**src/rtl/alu_pkg.sv**
```systemverilog
// alu_pkg: shared definitions for the ALU operation sequencer.
//   - 4-bit Op_Alu result codes, R-type Funct codes, ALUOp codes
//   - FSM state encoding and iterative-engine op select
//   - iteration step counts and decode/classification helpers
package alu_pkg;

  // Op_Alu codes
  localparam logic [3:0] OP_AND   = 4'b0000;
  localparam logic [3:0] OP_OR    = 4'b0001;
  localparam logic [3:0] OP_ADD   = 4'b0010;
  localparam logic [3:0] OP_MUL   = 4'b0011;
  localparam logic [3:0] OP_DIVU  = 4'b0100;
  localparam logic [3:0] OP_RSQRT = 4'b0101;
  localparam logic [3:0] OP_SUB   = 4'b0110;
  localparam logic [3:0] OP_SLT   = 4'b0111;
  localparam logic [3:0] OP_INV   = 4'b1000;
  localparam logic [3:0] OP_SLL   = 4'b1111;

  // R-type Funct codes
  localparam logic [5:0] FN_ADD   = 6'b100000;
  localparam logic [5:0] FN_SUB   = 6'b100010;
  localparam logic [5:0] FN_AND   = 6'b100100;
  localparam logic [5:0] FN_OR    = 6'b100101;
  localparam logic [5:0] FN_SLT   = 6'b101010;
  localparam logic [5:0] FN_SLL   = 6'b000000;
  localparam logic [5:0] FN_MUL   = 6'b011000;
  localparam logic [5:0] FN_DIVU  = 6'b011011;
  localparam logic [5:0] FN_RSQRT = 6'b111000;

  // ALUOp codes
  localparam logic [1:0] ALUOP_ADD   = 2'b00;
  localparam logic [1:0] ALUOP_SUB   = 2'b01;
  localparam logic [1:0] ALUOP_RTYPE = 2'b10;
  localparam logic [1:0] ALUOP_RSVD  = 2'b11;

  // Iteration counts of the multi-cycle engines
  localparam logic [5:0] MUL_STEPS   = 6'd32;
  localparam logic [5:0] DIV_STEPS   = 6'd32;
  localparam logic [5:0] SQRT_STEPS  = 6'd16;

  typedef enum logic [1:0] {
    ST_IDLE = 2'b00,
    ST_ONE  = 2'b01,
    ST_ITER = 2'b10,
    ST_DONE = 2'b11
  } state_e;

  typedef enum logic [1:0] {
    ITER_MUL  = 2'b00,
    ITER_DIV  = 2'b01,
    ITER_SQRT = 2'b10
  } iter_op_e;

  // ALUOp/Funct -> Op_Alu; anything not in the table decodes as invalid
  function automatic logic [3:0] decode_op(input logic [1:0] alu_op, input logic [5:0] funct);
    logic [3:0] code;
    code = OP_INV;
    case (alu_op)
      ALUOP_ADD: code = OP_ADD;
      ALUOP_SUB: code = OP_SUB;
      ALUOP_RTYPE: begin
        case (funct)
          FN_ADD:   code = OP_ADD;
          FN_SUB:   code = OP_SUB;
          FN_AND:   code = OP_AND;
          FN_OR:    code = OP_OR;
          FN_SLT:   code = OP_SLT;
          FN_SLL:   code = OP_SLL;
          FN_MUL:   code = OP_MUL;
          FN_DIVU:  code = OP_DIVU;
          FN_RSQRT: code = OP_RSQRT;
          default:  code = OP_INV;
        endcase
      end
      default: code = OP_INV;
    endcase
    return code;
  endfunction

  function automatic logic is_iter_op(input logic [3:0] code);
    logic iter;
    case (code)
      OP_MUL, OP_DIVU, OP_RSQRT: iter = 1'b1;
      default:                   iter = 1'b0;
    endcase
    return iter;
  endfunction

  function automatic iter_op_e iter_sel(input logic [3:0] code);
    iter_op_e sel;
    case (code)
      OP_DIVU:  sel = ITER_DIV;
      OP_RSQRT: sel = ITER_SQRT;
      default:  sel = ITER_MUL;
    endcase
    return sel;
  endfunction

  function automatic logic [5:0] iter_steps(input logic [3:0] code);
    logic [5:0] steps;
    case (code)
      OP_MUL:   steps = MUL_STEPS;
      OP_DIVU:  steps = DIV_STEPS;
      OP_RSQRT: steps = SQRT_STEPS;
      default:  steps = 6'd0;
    endcase
    return steps;
  endfunction

endpackage

```
**src/rtl/alu_iter_core.sv**
```systemverilog
// alu_iter_core: shared iterative datapath for MUL (shift-add), DIVU
// (restoring, remainder) and RSQRT (digit-by-digit integer square root).
// Ports:
//   clk     in  1  clock, rising edge
//   rst     in  1  synchronous active-high reset
//   load    in  1  capture operands and op select, clear accumulator
//   step    in  1  advance one iteration
//   op_sel  in  2  engine select, sampled on load
//   op_a    in  W  first operand (multiplicand / dividend / radicand)
//   op_b    in  W  second operand (multiplier / divisor; unused by RSQRT)
//   result  out W  current engine result (product / remainder / root)
module alu_iter_core
  import alu_pkg::*;
#(
  parameter int W = 32
) (
  input  logic         clk,
  input  logic         rst,
  input  logic         load,
  input  logic         step,
  input  iter_op_e     op_sel,
  input  logic [W-1:0] op_a,
  input  logic [W-1:0] op_b,
  output logic [W-1:0] result
);

  // Register roles per engine:
  //   MUL : acc = partial product, a = shifted multiplicand, b = shifted multiplier
  //   DIV : acc = partial remainder, a = dividend shifting out MSB first, b = divisor
  //   SQRT: acc = partial remainder, a = radicand shifting out 2 bits per step, b = root
  iter_op_e     op_r;
  logic [W-1:0] acc_r;
  logic [W-1:0] a_r;
  logic [W-1:0] b_r;

  logic [W-1:0] acc_nxt_s;
  logic [W-1:0] a_nxt_s;
  logic [W-1:0] b_nxt_s;
  logic [W:0]   div_trial_s;
  logic [W-1:0] sq_rem_s;
  logic [W-1:0] sq_trial_s;

  // One iteration of the selected engine
  always_comb begin
    acc_nxt_s   = acc_r;
    a_nxt_s     = a_r;
    b_nxt_s     = b_r;
    div_trial_s = {acc_r, a_r[W-1]};
    sq_rem_s    = {acc_r[W-3:0], a_r[W-1:W-2]};
    sq_trial_s  = {b_r[W-3:0], 2'b01};
    case (op_r)
      ITER_MUL: begin
        if (b_r[0]) begin
          acc_nxt_s = acc_r + a_r;
        end else begin
          acc_nxt_s = acc_r;
        end
        a_nxt_s = {a_r[W-2:0], 1'b0};
        b_nxt_s = {1'b0, b_r[W-1:1]};
      end
      ITER_DIV: begin
        // Trial fits in W+1 bits; when it fits the divisor the true
        // difference is below 2^W, so a W-bit subtract is exact.
        if (div_trial_s >= {1'b0, b_r}) begin
          acc_nxt_s = div_trial_s[W-1:0] - b_r;
        end else begin
          acc_nxt_s = div_trial_s[W-1:0];
        end
        a_nxt_s = {a_r[W-2:0], 1'b0};
        b_nxt_s = b_r;
      end
      ITER_SQRT: begin
        // Bring down the next radicand bit pair and try root digit 1.
        if (sq_rem_s >= sq_trial_s) begin
          acc_nxt_s = sq_rem_s - sq_trial_s;
          b_nxt_s   = {b_r[W-2:0], 1'b1};
        end else begin
          acc_nxt_s = sq_rem_s;
          b_nxt_s   = {b_r[W-2:0], 1'b0};
        end
        a_nxt_s = {a_r[W-3:0], 2'b00};
      end
      default: begin
        acc_nxt_s = acc_r;
        a_nxt_s   = a_r;
        b_nxt_s   = b_r;
      end
    endcase
  end

  // Engine state: load operands, then step once per cycle
  always_ff @(posedge clk) begin
    if (rst) begin
      op_r  <= ITER_MUL;
      acc_r <= {W{1'b0}};
      a_r   <= {W{1'b0}};
      b_r   <= {W{1'b0}};
    end else if (load) begin
      op_r  <= op_sel;
      acc_r <= {W{1'b0}};
      a_r   <= op_a;
      b_r   <= (op_sel == ITER_SQRT) ? {W{1'b0}} : op_b;
    end else if (step) begin
      op_r  <= op_r;
      acc_r <= acc_nxt_s;
      a_r   <= a_nxt_s;
      b_r   <= b_nxt_s;
    end else begin
      op_r  <= op_r;
      acc_r <= acc_r;
      a_r   <= a_r;
      b_r   <= b_r;
    end
  end

  assign result = (op_r == ITER_SQRT) ? b_r : acc_r;

endmodule

```
**src/rtl/alu_op_sequencer.sv**
```systemverilog
// alu_op_sequencer: decodes ALUOp/Funct into Op_Alu and executes the op.
// Single-cycle ops finish two cycles after start; MUL/DIVU/RSQRT run on the
// iterative core behind a start/busy/done handshake.
// Ports:
//   clk     in  1  clock, rising edge
//   rst     in  1  synchronous active-high reset (aborts any op, no done)
//   start   in  1  request, sampled only when not busy (IDLE or DONE)
//   ALUOp   in  2  00 add, 01 sub, 10 R-type, 11 reserved
//   Funct   in  6  R-type function field
//   Op_1    in  W  first operand, latched on accepted start
//   Op_2    in  W  second operand, latched on accepted start
//   Op_Alu  out 4  decoded code of the accepted op
//   busy    out 1  high from the cycle after acceptance until done
//   done    out 1  one-cycle completion pulse
//   Res     out W  result, held until the next completion
//   ZF      out 1  Res == 0, updated with Res
module alu_op_sequencer
  import alu_pkg::*;
#(
  parameter int W        = 32,
  parameter int SQRT_MAX = 100
) (
  input  logic         clk,
  input  logic         rst,
  input  logic         start,
  input  logic [1:0]   ALUOp,
  input  logic [5:0]   Funct,
  input  logic [W-1:0] Op_1,
  input  logic [W-1:0] Op_2,
  output logic [3:0]   Op_Alu,
  output logic         busy,
  output logic         done,
  output logic [W-1:0] Res,
  output logic         ZF
);

  localparam logic [W-1:0] SQRT_MAX_W = W'(SQRT_MAX);

  state_e       state_r;
  logic [5:0]   cnt_r;
  logic [3:0]   op_alu_r;
  logic [W-1:0] opa_r;
  logic [W-1:0] opb_r;
  logic         busy_r;
  logic         done_r;
  logic [W-1:0] res_r;
  logic         zf_r;

  logic [3:0]   dec_s;
  logic         accept_s;
  logic         load_s;
  logic         step_s;
  logic [W-1:0] single_s;
  logic [W-1:0] core_res_s;
  logic [W-1:0] final_s;

  assign dec_s    = decode_op(ALUOp, Funct);
  assign accept_s = start && ((state_r == ST_IDLE) || (state_r == ST_DONE));
  assign load_s   = accept_s && is_iter_op(dec_s);
  // The last ITER cycle only captures the result; it does not step.
  assign step_s   = (state_r == ST_ITER) && (cnt_r != iter_steps(op_alu_r));

  alu_iter_core #(.W(W)) u_core (
    .clk    (clk),
    .rst    (rst),
    .load   (load_s),
    .step   (step_s),
    .op_sel (iter_sel(dec_s)),
    .op_a   (Op_1),
    .op_b   (Op_2),
    .result (core_res_s)
  );

  // Single-cycle results from the latched operands
  always_comb begin
    single_s = {W{1'b0}};
    case (op_alu_r)
      OP_ADD:  single_s = opa_r + opb_r;
      OP_SUB:  single_s = opa_r - opb_r;
      OP_AND:  single_s = opa_r & opb_r;
      OP_OR:   single_s = opa_r | opb_r;
      OP_SLT:  single_s = {{(W-1){1'b0}}, (opa_r < opb_r)};
      OP_SLL:  single_s = {opb_r[W-2:0], 1'b0};
      default: single_s = {W{1'b0}};
    endcase
  end

  // Final iterative result with the divide-by-zero and sqrt-range rules
  always_comb begin
    final_s = {W{1'b0}};
    case (op_alu_r)
      OP_MUL: final_s = core_res_s;
      OP_DIVU: begin
        if (opb_r == {W{1'b0}}) begin
          final_s = opa_r;
        end else begin
          final_s = core_res_s;
        end
      end
      OP_RSQRT: begin
        if ((opa_r == {W{1'b0}}) || (opa_r > SQRT_MAX_W)) begin
          final_s = {W{1'b0}};
        end else begin
          final_s = core_res_s;
        end
      end
      default: final_s = {W{1'b0}};
    endcase
  end

  // Control FSM with registered outputs
  always_ff @(posedge clk) begin
    if (rst) begin
      state_r  <= ST_IDLE;
      cnt_r    <= 6'd0;
      op_alu_r <= 4'b0000;
      opa_r    <= {W{1'b0}};
      opb_r    <= {W{1'b0}};
      busy_r   <= 1'b0;
      done_r   <= 1'b0;
      res_r    <= {W{1'b0}};
      zf_r     <= 1'b0;
    end else begin
      case (state_r)
        // DONE accepts a new start exactly like IDLE for back-to-back ops
        ST_IDLE, ST_DONE: begin
          done_r <= 1'b0;
          if (start) begin
            opa_r    <= Op_1;
            opb_r    <= Op_2;
            op_alu_r <= dec_s;
            cnt_r    <= 6'd0;
            busy_r   <= 1'b1;
            state_r  <= is_iter_op(dec_s) ? ST_ITER : ST_ONE;
          end else begin
            busy_r  <= 1'b0;
            state_r <= ST_IDLE;
          end
        end
        ST_ONE: begin
          res_r   <= single_s;
          zf_r    <= (single_s == {W{1'b0}});
          done_r  <= 1'b1;
          busy_r  <= 1'b0;
          state_r <= ST_DONE;
        end
        ST_ITER: begin
          if (cnt_r == iter_steps(op_alu_r)) begin
            res_r   <= final_s;
            zf_r    <= (final_s == {W{1'b0}});
            done_r  <= 1'b1;
            busy_r  <= 1'b0;
            state_r <= ST_DONE;
          end else begin
            cnt_r <= cnt_r + 6'd1;
          end
        end
        default: begin
          state_r <= ST_IDLE;
          busy_r  <= 1'b0;
          done_r  <= 1'b0;
        end
      endcase
    end
  end

  assign Op_Alu = op_alu_r;
  assign busy   = busy_r;
  assign done   = done_r;
  assign Res    = res_r;
  assign ZF     = zf_r;

endmodule

```
**config.mk**
```make
export PLATFORM = sky130hd
export DESIGN_NAME = alu_op_sequencer
export DESIGN_NICKNAME = d
export VERILOG_FILES = /design/src/rtl/alu_pkg.sv /design/src/rtl/alu_iter_core.sv /design/src/rtl/alu_op_sequencer.sv
export SDC_FILE = /design/constraint.sdc
export NUM_CORES = 1
export LEC_CHECK = 0
export ABC_AREA = 1
export CORE_ASPECT_RATIO = 2
export CORE_UTILIZATION = 57
export CTS_CLUSTER_SIZE = 16
export DETAILED_ROUTE_END_ITERATION = 7
export PLACE_DENSITY_LB_ADDON = 0.3
export SKIP_CTS_REPAIR_TIMING = 1
export SYNTH_ARGS = -nofsm -noshare
export SYNTH_HDL_FRONTEND = slang
export SYNTH_SLANG_ARGS = --single-unit
```
**constraint.sdc**
```tcl
create_clock -name clk -period 2.6 [get_ports clk]
set_clock_uncertainty 0.2 [all_clocks]
set_input_delay 0.52 -clock clk [delete_from_list [all_inputs] [get_ports clk]]
set_output_delay 0.52 -clock clk [all_outputs]
set_load 0.005 [all_outputs]
```
==> results by group, run 1 <==
Outcome
  – Status: stopped before the end
  – Halt Stage: global routing (5_1_grt)
  – Log Error: [ERROR GRT-0116] Global routing finished with congestion. Check the congestion regions in the DRC Viewer.

CTS
  – H-tree depth: 1
  – CTS Buf Count: 22
  – Root Driver: clkbuf_16
  – Longest Clk Path Bufs: 3
  – Clk sinks: 209

Global routing
  – Gr usage total: 0.7030
  – First-pass GRT wire length: 234.6 mm
  – Grt total ovfl: 313
  – Largest net degree at the start of global routing: 80
  – Vias in the first global route: roughly 37000

Placement
  – Dpl hpwl: ~100 mm
  – Area of placed instances: 32460 um^2
  – PortBufs: 113
  – Routability cong.: 1.245

Logic synthesis
  – Seq/Total Area, Yosys: 0.1757
  – Synth warn: 0
  – EDFF count, synth: 0
  – Async set or reset register ratio after synthesis: 0
  – Main synth FF type: dfxtp_1
  – Synthesized area per cell: roughly 5.6 um^2
  – Synth cell types: 50
  – Synthesized instance count: 4250
  – #FFs+latches synth: ~210
  – Synth Cell Area: 23810 um^2
  – Syn nets: 4537

Floorplanning
  – Starting Density: 0.5790
  – Site Rows: roughly 110
  – Chip Height: 291.0 um
  – DIE WIDTH: between 100 and 150 um
  – Ports: 114
## layer usage
metal / GRT overflow / global-route usage
met5: 0 / 0.1023
met4: 134 / 0.8313
met3: 2 / 0.4461
met2: 176 / 0.9695
met1: 1 / 0.6410
## cell usage after synthesis, types with 10 or more instances
library cell / n / share of area
nand2_1: 1253 / 0.20
inv_1: 556 / 0.088
nor2_1: 469 / 0.074
a21oi_1: 417 / 0.088
o21ai_0: 345 / 0.073
nand3_1: 256 / 0.054
dfxtp_1: 209 / 0.18
ha_1: 208 / 0.11
clkbuf_1: 104 / 0.016
o22ai_1: 55 / 0.014
nor3_1: 44 / 0.0092
buf_2: 34 / 0.0071
nand4_1: 33 / 0.0087
o211ai_1: 33 / 0.010
xnor2_1: 32 / 0.012
xor2_1: 26 / 0.0096
o21bai_1: 18 / 0.0057
a21o_1: 17 / 0.0054
o21ai_1: 13 / 0.0027
a31oi_1: 10 / 0.0026
nor4_1: 10 / 0.0026
o21a_1: 10 / 0.0032
## cells by family after synthesis
kind of cell / synth area share
AOI/OAI and AO/OA: 0.2134
xor gates and xnor gates: 0.02134
DFF: 0.1757
buffers and inverters: 0.1199
adders and majority gates: 0.1127
and+or+nand+nor: 0.3570
## per-stage QoR
stage | hold WS (ps) | util | instances | setup WS, ps
floorplan | 247.3 | - | 4250 | 2.033
global placement | 253.6 | 0.7894 | 5691 | -912.4
detailed placement | 265.3 | 0.7894 | 5691 | -933.9
CTS | 114.7 | 0.8073 | 5731 | -1094
==> inputs of run 2 (changes only) <==
--- a/config.mk
+++ b/config.mk
@@ -6,11 +6,9 @@
 export NUM_CORES = 1
 export LEC_CHECK = 0
 export ABC_AREA = 1
-export CORE_ASPECT_RATIO = 2
-export CORE_UTILIZATION = 57
-export CTS_CLUSTER_SIZE = 16
+export CORE_UTILIZATION = 40
 export DETAILED_ROUTE_END_ITERATION = 7
-export PLACE_DENSITY_LB_ADDON = 0.3
+export PLACE_DENSITY_LB_ADDON = 0.15
 export SKIP_CTS_REPAIR_TIMING = 1
 export SYNTH_ARGS = -nofsm -noshare
 export SYNTH_HDL_FRONTEND = slang
==> constraint.sdc (replaced) <==
create_clock -name clk -period 3.38 [get_ports clk]
set_clock_uncertainty 0.2 [all_clocks]
set_input_delay 0.676 -clock clk [delete_from_list [all_inputs] [get_ports clk]]
set_output_delay 0.676 -clock clk [all_outputs]
set_load 0.005 [all_outputs]
==> run 2 against run 1 <==
Against the previous run:
- the flow now finishes without violations
- area after synthesis unchanged
- synthesized cell count unchanged
==> results by group, run 2 <==
Floorplanning
  – DIE WIDTH: 246.0 um (+68%)
  – Ports: 114 (unchanged)
  – Core Box Area: 58910 um^2
  – Die footprint: 60500 um^2
  – Starting Density: 0.4042 (-0.1748)
  – Chip Height: 246.0 um (-15%)
  – Site Rows: 89 (-15%)

CTS
  – Worst-Skew Late Latency: 620 ps
  – TritonCTS clock tree: built
  – CTS Buf Count: 28 (+27%)
  – H-tree depth: 1 (unchanged)
  – Longest Clk Path Bufs: 3 (unchanged)
  – Clk sinks: 209 (unchanged)
  – Root Driver: clkbuf_16
  – Clock Pin Slew Worst Setup and Hold Paths: 60 ps

Power
  – Max VDD drop: ~0.58 mV
  – Total Power: 27.14 mW
  – Leakage: 14.60 nW
  – Power Density: roughly 960 nW/um^2

Timing
  – Tmin final: 3277 ps
  – Rel. slew slack: 0.4434
  – Transition time of the tightest slew-check pin: 833.0 ps
  – Worst hold margin: 206.0 ps
  – RSZ-0062 raised after global routing: yes
  – Final period util: 0.9694
  – Highest Clock Rate: 305.2 MHz
  – Fin. Hold Viols: 0
  – Final setup fails: 0
  – Final Max Tran Viols: 0

Critical path
  – CP endpoint kind: flip-flop
  – Worst endpoint data arrival time: 3590 ps
  – Crit path launch type: flip-flop
  – CP Cell Sequence: ha_1, a21oi_1, o21ai_0, o21bai_1, nand2_1, nand3_1, nand2_1, buf_4, nand3_1, nand3_1, nand2_1, nand2_1, nand3_1, nand2_1, inv_1
  – Most used cell, CP: nand2_1
  – CP max stage cell: dfxtp_1
  – Crit Path Max Fanout: 5
  – CP Data Required Time: 3700 ps
  – Crit Path Class: reg -> reg
  – Max incr delay on CP: 560 ps

Finish
  – Layout fillers: about 6500
  – Layout cells sized above 1: 0.07905
  – Most frequent cells in the layout: nand2_1, inv_1, nor2_1
  – Leading cell type in the layout, fill and taps excluded: nand2_1
  – Final net count: approximately 4800
  – Area grow syn2layout: 18.63%

Outcome
  – Status: finished, final reports clean

Placement
  – Dpl hpwl: 90.28 mm (-10%)
  – Routability cong.: 1.041 (-16%)
  – PortBufs: 113 (unchanged)

Logic synthesis
  – #FFs+latches synth: 209 (unchanged)
  – Most frequent cell after synthesis: nand2_1
  – Synth cell types: 50 (unchanged)
  – Synthesized area per cell: 5.602 um^2 (unchanged)
  – Post-synth top area share: 0.1976 (unchanged)
  – Synth top area cells: nand2_1, dfxtp_1, ha_1, a21oi_1, inv_1
  – Main synth FF type: dfxtp_1
  – Synth warn: 0 (unchanged)
  – List of most frequent post-synthesis cells: nand2_1, inv_1, nor2_1, a21oi_1, o21ai_0
  – EDFF count, synth: 0 (unchanged)
  – Seq/Total Area, Yosys: 0.1757 (unchanged)
  – Async set or reset register ratio after synthesis: 0 (unchanged)
  – Yosys top cell by area: nand2_1
  – Syn nets: 4537 (unchanged)
  – Synth Cell Area: 23810 um^2 (unchanged)
  – Synthesized instance count: 4250 (unchanged)

Global routing
  – Largest net degree at the start of global routing: 101
  – Initial antenna violation count: 2
  – Gr usage total: 0.3514
  – Vias in the first global route: 26920
  – Grt total ovfl: 0
  – First-pass GRT wire length: 161.4 mm

Routing
  – Detailed Route WL: 108.4 mm
  – DRC: 0
  – First drt pass iteration count: 6
  – Final ANT Viol Nets: 0
  – Routed WL per cell: ~21 um
  – Avg Vias per Cell: between 5 and 6
  – Initial DRC count: between 2000 and 3000
  – Via count: 28640

Job
  – MaxCap Viol Count: 0

Hold path
  – Hold Crit Class: in -> reg
run 2: cell counts after synthesis:
No cell type changed its count.
run 2: layout make-up:
class | instances | area [um^2] | share of cell area
clock buffer | 35 | 787.0 | 0.02787
timing repair buffer | 353 | 3069 | 0.1087
sequential | 209 | 4188 | 0.1483
tap | 773 | 967.2 | 0.03424
antenna | 1 | 2.502 | 0.00008860
multi-input combinational | 3312 | 16880 | 0.5977
clock inverter | 15 | 216.5 | 0.007664
inverter | 567 | 2132 | 0.07549
run 2: worst paths after layout:
| kind | cells after the start | slack [ps] | from | endpoint |
|---|---|---|---|---|
| setup / recovery | 15 | 100 | u_core.acc_r[15] | u_core.acc_r[28] |
| setup reg to reg | 15 | 100 | u_core.acc_r[15] | u_core.acc_r[28] |
| hold / removal | 2 | 210 | rst | done |
| hold reg to reg | 2 | 270 | Res[23] | Res[23] |
run 2: through the flow:
stage	setup TNS, ps	std cells	worst slack, ps	area (um^2)	utilization
2_1_floorplan	0	4250	782.0	23810	-
3_3_place_gp	-5852	5214	-145.8	27130	0.4606
3_5_place_dp	-6335	5214	-169.2	27130	0.4606
4_1_cts	0	5264	42.90	28140	0.4777
5_1_grt	-166.4	5264	-69.41	28240	0.4794
6_report	0	5265	103.5	28240	0.4795
run 2: routing by layer:
layer	global-route usage	up-vias	routed length, um
met5	0	-	13
met4	0.2157	2	7668
met3	0.02848	246	6311
met2	0.5640	1041	47650
met1	0.4551	13130	46760
li1	-	14220	-
run 2: where the power goes:
group          switching, mW  total [mW]  leakage, nW  internal (mW)
Sequential             0.658        3.79         1.71           3.13
Combinational           13.1        20.1         12.4           7.00
Clock                   1.28        3.25        0.496           1.96
run 2: cell families after synthesis:
| kind of cell | share of synthesized area |
|---|---|
| and+or+nand+nor | 0.3570 |
| AOI/OAI and AO/OA | 0.2134 |
| buffers and inverters | 0.1199 |
| adders and majority gates | 0.1127 |
| DFF | 0.1757 |
| xor gates and xnor gates | 0.02134 |
run 2: worst max-delay path: cells and delay by family (launching register included):
kind	cells	cell delay [ps]
compound gates	3	690
fa+ha+maj	1	360
buf+inv	2	220
flops	1	560
simple gates	9	1140
Note: power is estimated with default switching activity, not from simulation.
==> inputs of run 3 (changes only) <==
--- a/config.mk
+++ b/config.mk
@@ -6,8 +6,11 @@
 export NUM_CORES = 1
 export LEC_CHECK = 0
 export ABC_AREA = 1
-export CORE_UTILIZATION = 40
+export CELL_PAD_IN_SITES_DETAIL_PLACEMENT = 0
+export CELL_PAD_IN_SITES_GLOBAL_PLACEMENT = 2
+export CORE_UTILIZATION = 35
 export DETAILED_ROUTE_END_ITERATION = 7
+export DONT_BUFFER_PORTS = 1
 export PLACE_DENSITY_LB_ADDON = 0.15
 export SKIP_CTS_REPAIR_TIMING = 1
 export SYNTH_ARGS = -nofsm -noshare
==> run 3 against run 2 <==
Against the previous run:
- maximum frequency increased by 1.7%
- critical path depth increased by 1
- clock-buffer cell count increased by 8
- sequential power about the same
- critical path type unchanged
==> results by group, run 3 (synthesized netlist as in run 2, its figures left out) <==
Outcome
  – Status: finished, final reports clean

Critical path
  – CP endpoint kind: flip-flop
  – Crit path launch type: flip-flop
  – Worst R2R Start: u_core.b_r[3]
  – Max incr delay on CP: 520 ps (-40 ps)
  – Crit Path Max Fanout: 4 (-1)
  – Most used cell, CP: nand2_1
  – CP Data Required Time: 3710 ps (about the same)
  – CP Cell Sequence: inv_1, ha_1, nand2_1, inv_1, a21boi_0, o21ai_0, nand3_1, nand2_1, nand2_1, nand2_1, nand2_1, nand3_1, nand3_1, nand2_1, nand2_1, a21oi_1
  – Worst setup path start: u_core.b_r[3]
  – Worst endpoint data arrival time: 3560 ps (-30 ps)
  – Crit Path Class: reg -> reg
  – CP max stage cell: o21ai_0

Finish
  – Layout fillers: 7740 (+20%)
  – Leading cell type in the layout, fill and taps excluded: nand2_1
  – Most frequent cells in the layout: nand2_1, inv_1, nor2_1
  – Non-filler cells, final: 5242 (-0.44%)
  – Area grow syn2layout: 13.94%
  – Core Util, Final: 0.4032 (-0.07623)
  – Layout cells sized above 1: 0.07971 (+0.0006598)
  – Final net count: 4630 (-2.7%)

CTS
  – Worst-Skew Late Latency: 620 ps (about the same)
  – Root Driver: clkbuf_16
  – CTS Buf Count: 29 (+3.6%)
  – Clk sinks: 209 (unchanged)
  – H-tree depth: 1 (unchanged)
  – Longest Clk Path Bufs: 3 (unchanged)
  – Clock Pin Slew Worst Setup and Hold Paths: 60 ps (about the same)
  – TritonCTS clock tree: built

Global routing
  – Gr usage total: 0.3306 (-0.02087)
  – First-pass GRT wire length: 171.6 mm (+6.3%)
  – Vias in the first global route: 26450 (-1.7%)
  – Largest net degree at the start of global routing: 102 (+0.99%)
  – Initial antenna violation count: 4 (+2)
  – Grt total ovfl: 0 (unchanged)

Routing
  – DRC: 0 (unchanged)
  – Routed WL per cell: 22.56 um (+9.6%)
  – First drt pass iteration count: 7 (+1)
  – Via count: 27860 (-2.7%)
  – Avg Vias per Cell: 5.314 (-2.3%)
  – Initial DRC count: 2376 (-16%)
  – Detailed Route WL: 118.2 mm (+9.1%)
  – Final ANT Viol Nets: 0 (unchanged)

Floorplanning
  – Chip Height: 262.8 um (+6.8%)
  – Starting Density: 0.3539 (-0.05028)
  – Site Rows: 95 (+6.7%)
  – DIE WIDTH: 262.8 um (+6.8%)
  – Die footprint: 69070 um^2 (+14%)
  – Core Box Area: 67280 um^2 (+14%)
  – Ports: 114 (unchanged)

Placement
  – Routability cong.: 0.9854 (-5.3%)
  – PortBufs: 0 (-100%)
  – Placed Instances: 5182 (-0.61%)
  – Pre-CTS setup slack: 91.75 ps (+260.9 ps)
  – Dpl hpwl: 98.78 mm (+9.4%)

Timing
  – Rel. slew slack: 0.3691 (-0.07428)
  – Fin. Hold Viols: 0 (unchanged)
  – Tmin final: 3221 ps (-55.30 ps)
  – Transition time of the tightest slew-check pin: 943.3 ps (+110.3 ps)
  – Final setup fails: 0 (unchanged)
  – Final period util: 0.9530 (-0.01636)
  – Final Max Tran Viols: 0 (unchanged)
  – Highest Clock Rate: 310.4 MHz (+1.7%)
  – Final WS setup: 158.8 ps (+55.30 ps)

Power
  – Power Density: 987.1 nW/um^2 (+2.7%)
  – Total Power: 26.78 mW (-1.3%)
  – Clk pwr share: 0.118 (-0.002)
  – Sw Share: 0.5752 (+0.02073)
  – Int Power: 11.38 mW (-5.9%)
  – Sequential Power Share: 0.142 (+0.002)
  – NetSw: 15.40 mW (+2.3%)
  – Max VDD drop: 0.5863 mV (+1.6%)
  – Leakage: 14.07 nW (-3.6%)
  – Combinational Power Share: 0.740 (about the same)

Hold path
  – Min-delay src: Op_1[0]
  – Hold Crit Class: in -> reg

Job
  – MaxCap Viol Count: 0 (unchanged)
-- run 3: critical path, delay by kind of cell (launching register included) --
kind,cells,cell delay [ps]
flops,1,330
fa+ha+maj,1,400
compound gates,3,790
simple gates,10,1180
buf+inv,2,230
-- run 3: path summary, 6_finish.rpt --
check	cells after the start	end	slack, ps
worst max-delay path	16	u_core.acc_r[31]	160
worst min-delay path	2	u_core.a_r[0]	6
worst max register to register	16	u_core.acc_r[31]	160
worst min register to register	1	cnt_r[0]	290
-- run 3: power groups by stage --
stage / Sequential, mW / Clock, mW / Combinational [mW]
6_report: 3.81 / 3.16 / 19.8
4_1_cts: 3.79 / 3.20 / 19.4
3_3_place_gp: 3.82 / 0 / 19.5
5_1_grt: 3.88 / 3.29 / 21.7
3_5_place_dp: 3.84 / 0 / 19.3
2_1_floorplan: 3.63 / 0 / 12.3
-- run 3: routing by layer --
| layer | GRT usage | vias to the layer above | wire length [um] |
|---|---|---|---|
| met5 | 0 | - | 13 |
| met4 | 0.1740 | 2 | 7274 |
| met3 | 0.02774 | 213 | 5528 |
| met2 | 0.5444 | 823 | 53300 |
| met1 | 0.4293 | 12840 | 52120 |
| li1 | - | 13970 | - |
-- run 3: area by class of cell --
class	instances	area, um^2	area share
Sequential cell	209	4188	0.1544
Antenna cell	3	7.507	0.0002767
Multi-Input combinational cell	3312	16900	0.6228
Clock buffer	43	838.3	0.03090
Inverter	567	2130	0.07850
Timing Repair Buffer	224	1867	0.06882
Clock inverter	11	108.9	0.004013
Tap cell	873	1092	0.04027
-- run 3: metrics by stage --
stage / hold WS [ps] / area (um^2) / setup TNS (ps)
floorplan: 247.3 / 23810 / 0
global placement: 271.6 / 26020 / 0
detailed placement: 276.8 / 26020 / 0
CTS: -97.88 / 26970 / 0
global route: 19.15 / 27120 / -4.462
finish: 5.678 / 27130 / 0
==> inputs of run 4 (changes only) <==
==> constraint.sdc (replaced) <==
create_clock -name clk -period 3.54 [get_ports clk]
set_clock_uncertainty 0.2 [all_clocks]
set_input_delay 0.708 -clock clk [delete_from_list [all_inputs] [get_ports clk]]
set_output_delay 0.708 -clock clk [all_outputs]
set_load 0.005 [all_outputs]
==> run 4 against run 3 <==
Against the previous run:
- flip-flop and latch count is the same
- worst setup slack gained 86 ps
- clock power shrank 3%
- wire length grew 0.16%
- first-iteration DRC count grew 2.7%
- cell area shrank 2.4%
- maximum frequency shrank 2.3%
- combinational power shrank 8%
- final cell count shrank 1.5%
- critical path type unchanged
- critical path depth grew 3
- non-clock buffer count shrank 74
==> results by group, run 4 (synthesized netlist as in run 2, its figures left out) <==
Timing
  – Tmin final: 3296 ps (+74.35 ps)
  – Transition time of the tightest slew-check pin: 748.8 ps (-194.4 ps)
  – Highest Clock Rate: 303.4 MHz (-2.3%)
  – Final period util: 0.9309 (-0.02207)
  – Final WS setup: 244.4 ps (+85.65 ps)
  – Fin. Hold Viols: 0 (unchanged)
  – TNS Setup: 0 ps (unchanged)
  – Worst hold margin: 47.73 ps (+42.06 ps)
  – Rel. slew slack: 0.5002 (+0.1312)
  – Final setup fails: 0 (unchanged)
  – Final Max Tran Viols: 0 (unchanged)

Critical path
  – Worst setup path start: opa_r[13]
  – Critical path's top delay family: simple AND/OR/NAND/NOR gates
  – CP bufs+invs: 3 (+1)
  – Worst reg2reg path depth: 19 (+3)
  – CP Data Required Time: 3870 ps (+160 ps)
  – Crit Path Max Fanout: 7 (+3)
  – Max incr delay on CP: 470 ps (-50 ps)
  – CP Cell Sequence: inv_1, ha_1, nor2_1, inv_1, nor2_1, nand2_1, inv_1, nand2_1, nand2_1, nand2_1, nand2_1, nor2_1, nor2_1, nand3_1, nor2_1, nand3_2, nor2_1, nand2_1, a21oi_1
  – Worst endpoint data arrival time: 3630 ps (+70 ps)
  – CP endpoint kind: flip-flop
  – Crit path depth: 19 (+3)
  – Crit Path Class: reg -> reg
  – Worst R2R Start: opa_r[13]
  – CP max stage cell: dfxtp_1
  – Crit path launch type: flip-flop

Global routing
  – Gr usage total: 0.3263 (-0.004266)
  – Vias in the first global route: 26480 (+0.11%)
  – Grt total ovfl: 0 (unchanged)
  – Initial antenna violation count: 5 (+1)
  – Largest net degree at the start of global routing: 102 (unchanged)
  – First-pass GRT wire length: 170.2 mm (-0.80%)

Power
  – Leakage: 13.67 nW (-2.9%)
  – Power Density: 943.7 nW/um^2 (-4.4%)
  – Max VDD drop: 0.5077 mV (-13%)

Finish
  – Layout cells sized above 1: 0.05618 (-0.02353)
  – Area grow syn2layout: 11.20%
  – Most frequent cells in the layout: nand2_1, inv_1, nor2_1
  – Layout fillers: 7726 (-0.18%)
  – Leading cell type in the layout, fill and taps excluded: nand2_1
  – Final net count: 4556 (-1.6%)

Floorplanning
  – Chip Height: 262.8 um (unchanged)
  – Core Box Area: 67280 um^2 (unchanged)
  – Starting Density: 0.3539 (unchanged)
  – Die footprint: 69070 um^2 (unchanged)
  – Ports: 114 (unchanged)
  – Site Rows: 95 (unchanged)
  – DIE WIDTH: 262.8 um (unchanged)

CTS
  – TritonCTS clock tree: built
  – Clock Pin Slew Worst Setup and Hold Paths: 60 ps (about the same)
  – Root Driver: clkbuf_16
  – Longest Clk Path Bufs: 3 (unchanged)
  – CTS Buf Count: 29 (unchanged)
  – Clk sinks: 209 (unchanged)
  – H-tree depth: 1 (unchanged)
  – Worst-Skew Late Latency: 620 ps (about the same)

Hold path
  – Hold Crit Class: in -> reg
  – Hold Path Depth: 2 (unchanged)
  – Min-delay src: Op_1[0]

Routing
  – Via count: 27650 (-0.74%)
  – First drt pass iteration count: 6 (-1)
  – Initial DRC count: 2439 (+2.7%)
  – Final ANT Viol Nets: 0 (unchanged)
  – Avg Vias per Cell: 5.353 (+0.74%)
  – DRC: 0 (unchanged)
  – Detailed Route WL: 118.4 mm (+0.16%)
  – Routed WL per cell: 22.93 um (+1.7%)

Placement
  – Routability cong.: 0.9622 (-2.4%)
  – PortBufs: 0 (unchanged)
  – Dpl hpwl: 96.38 mm (-2.4%)
  – Pre-CTS setup slack: 187.7 ps (+95.93 ps)

Job
  – MaxCap Viol Count: 0 (unchanged)

Outcome
  – Status: finished, final reports clean
-- run 4: cell types whose count changed in the layout (fill, tap and decap cells not counted), sizes merged --
cell,change
clkinv,-4
buf,-82
dlygate4sd3,+8
clkinvlp,+1
bufinv,+1
diode,-1
-- run 4: report_power, final --
part	internal, mW	total, mW	switching, mW
Clock	1.74	3.05	1.31
Combinational	5.69	18.3	12.6
Sequential	2.99	3.67	0.683
-- run 4: path summary, 6_finish.rpt --
path | to | slack (ps)
max | ZF | 240
min | u_core.a_r[0] | 50
max reg2reg | ZF | 240
min reg2reg | cnt_r[0] | 280
-- run 4: layout make-up --
cell class / count / area [um^2] / area share
inverter: 567 / 2130 / 0.08044
timing repair buffer: 150 / 1274 / 0.04811
sequential: 209 / 4188 / 0.1582
clock inverter: 9 / 118.9 / 0.004490
multi-input combinational: 3312 / 16850 / 0.6364
clock buffer: 43 / 818.3 / 0.03091
antenna: 2 / 5.005 / 0.0001890
tap: 873 / 1092 / 0.04126
-- run 4: worst reg2reg max path: cells and delay by family, from the launching register on --
family | cells | cell delay [ps]
fa+ha+maj | 1 | 430
buf+inv | 3 | 250
simple gates | 14 | 1740
compound gates | 1 | 130
flops | 1 | 470
-- run 4: stage by stage --
step | utilization | instance area, um^2 | std cells | total power [mW]
final | 0.3935 | 26470 | 5165 | 24.98
after global routing | 0.3934 | 26470 | 5163 | 26.98
after CTS | 0.3910 | 26300 | 5153 | 24.63
after detailed placement | 0.3770 | 25370 | 5101 | 21.51
after global placement | 0.3770 | 25370 | 5101 | 21.67
after floorplan | - | 23810 | 4250 | 15.21
-- run 4: per-layer routing --
layer / track usage / part of all wire
met3: 0.02549 / 0.051
met1: 0.4253 / 0.43
met5: 0 / 0
met4: 0.1304 / 0.050
met2: 0.5557 / 0.47
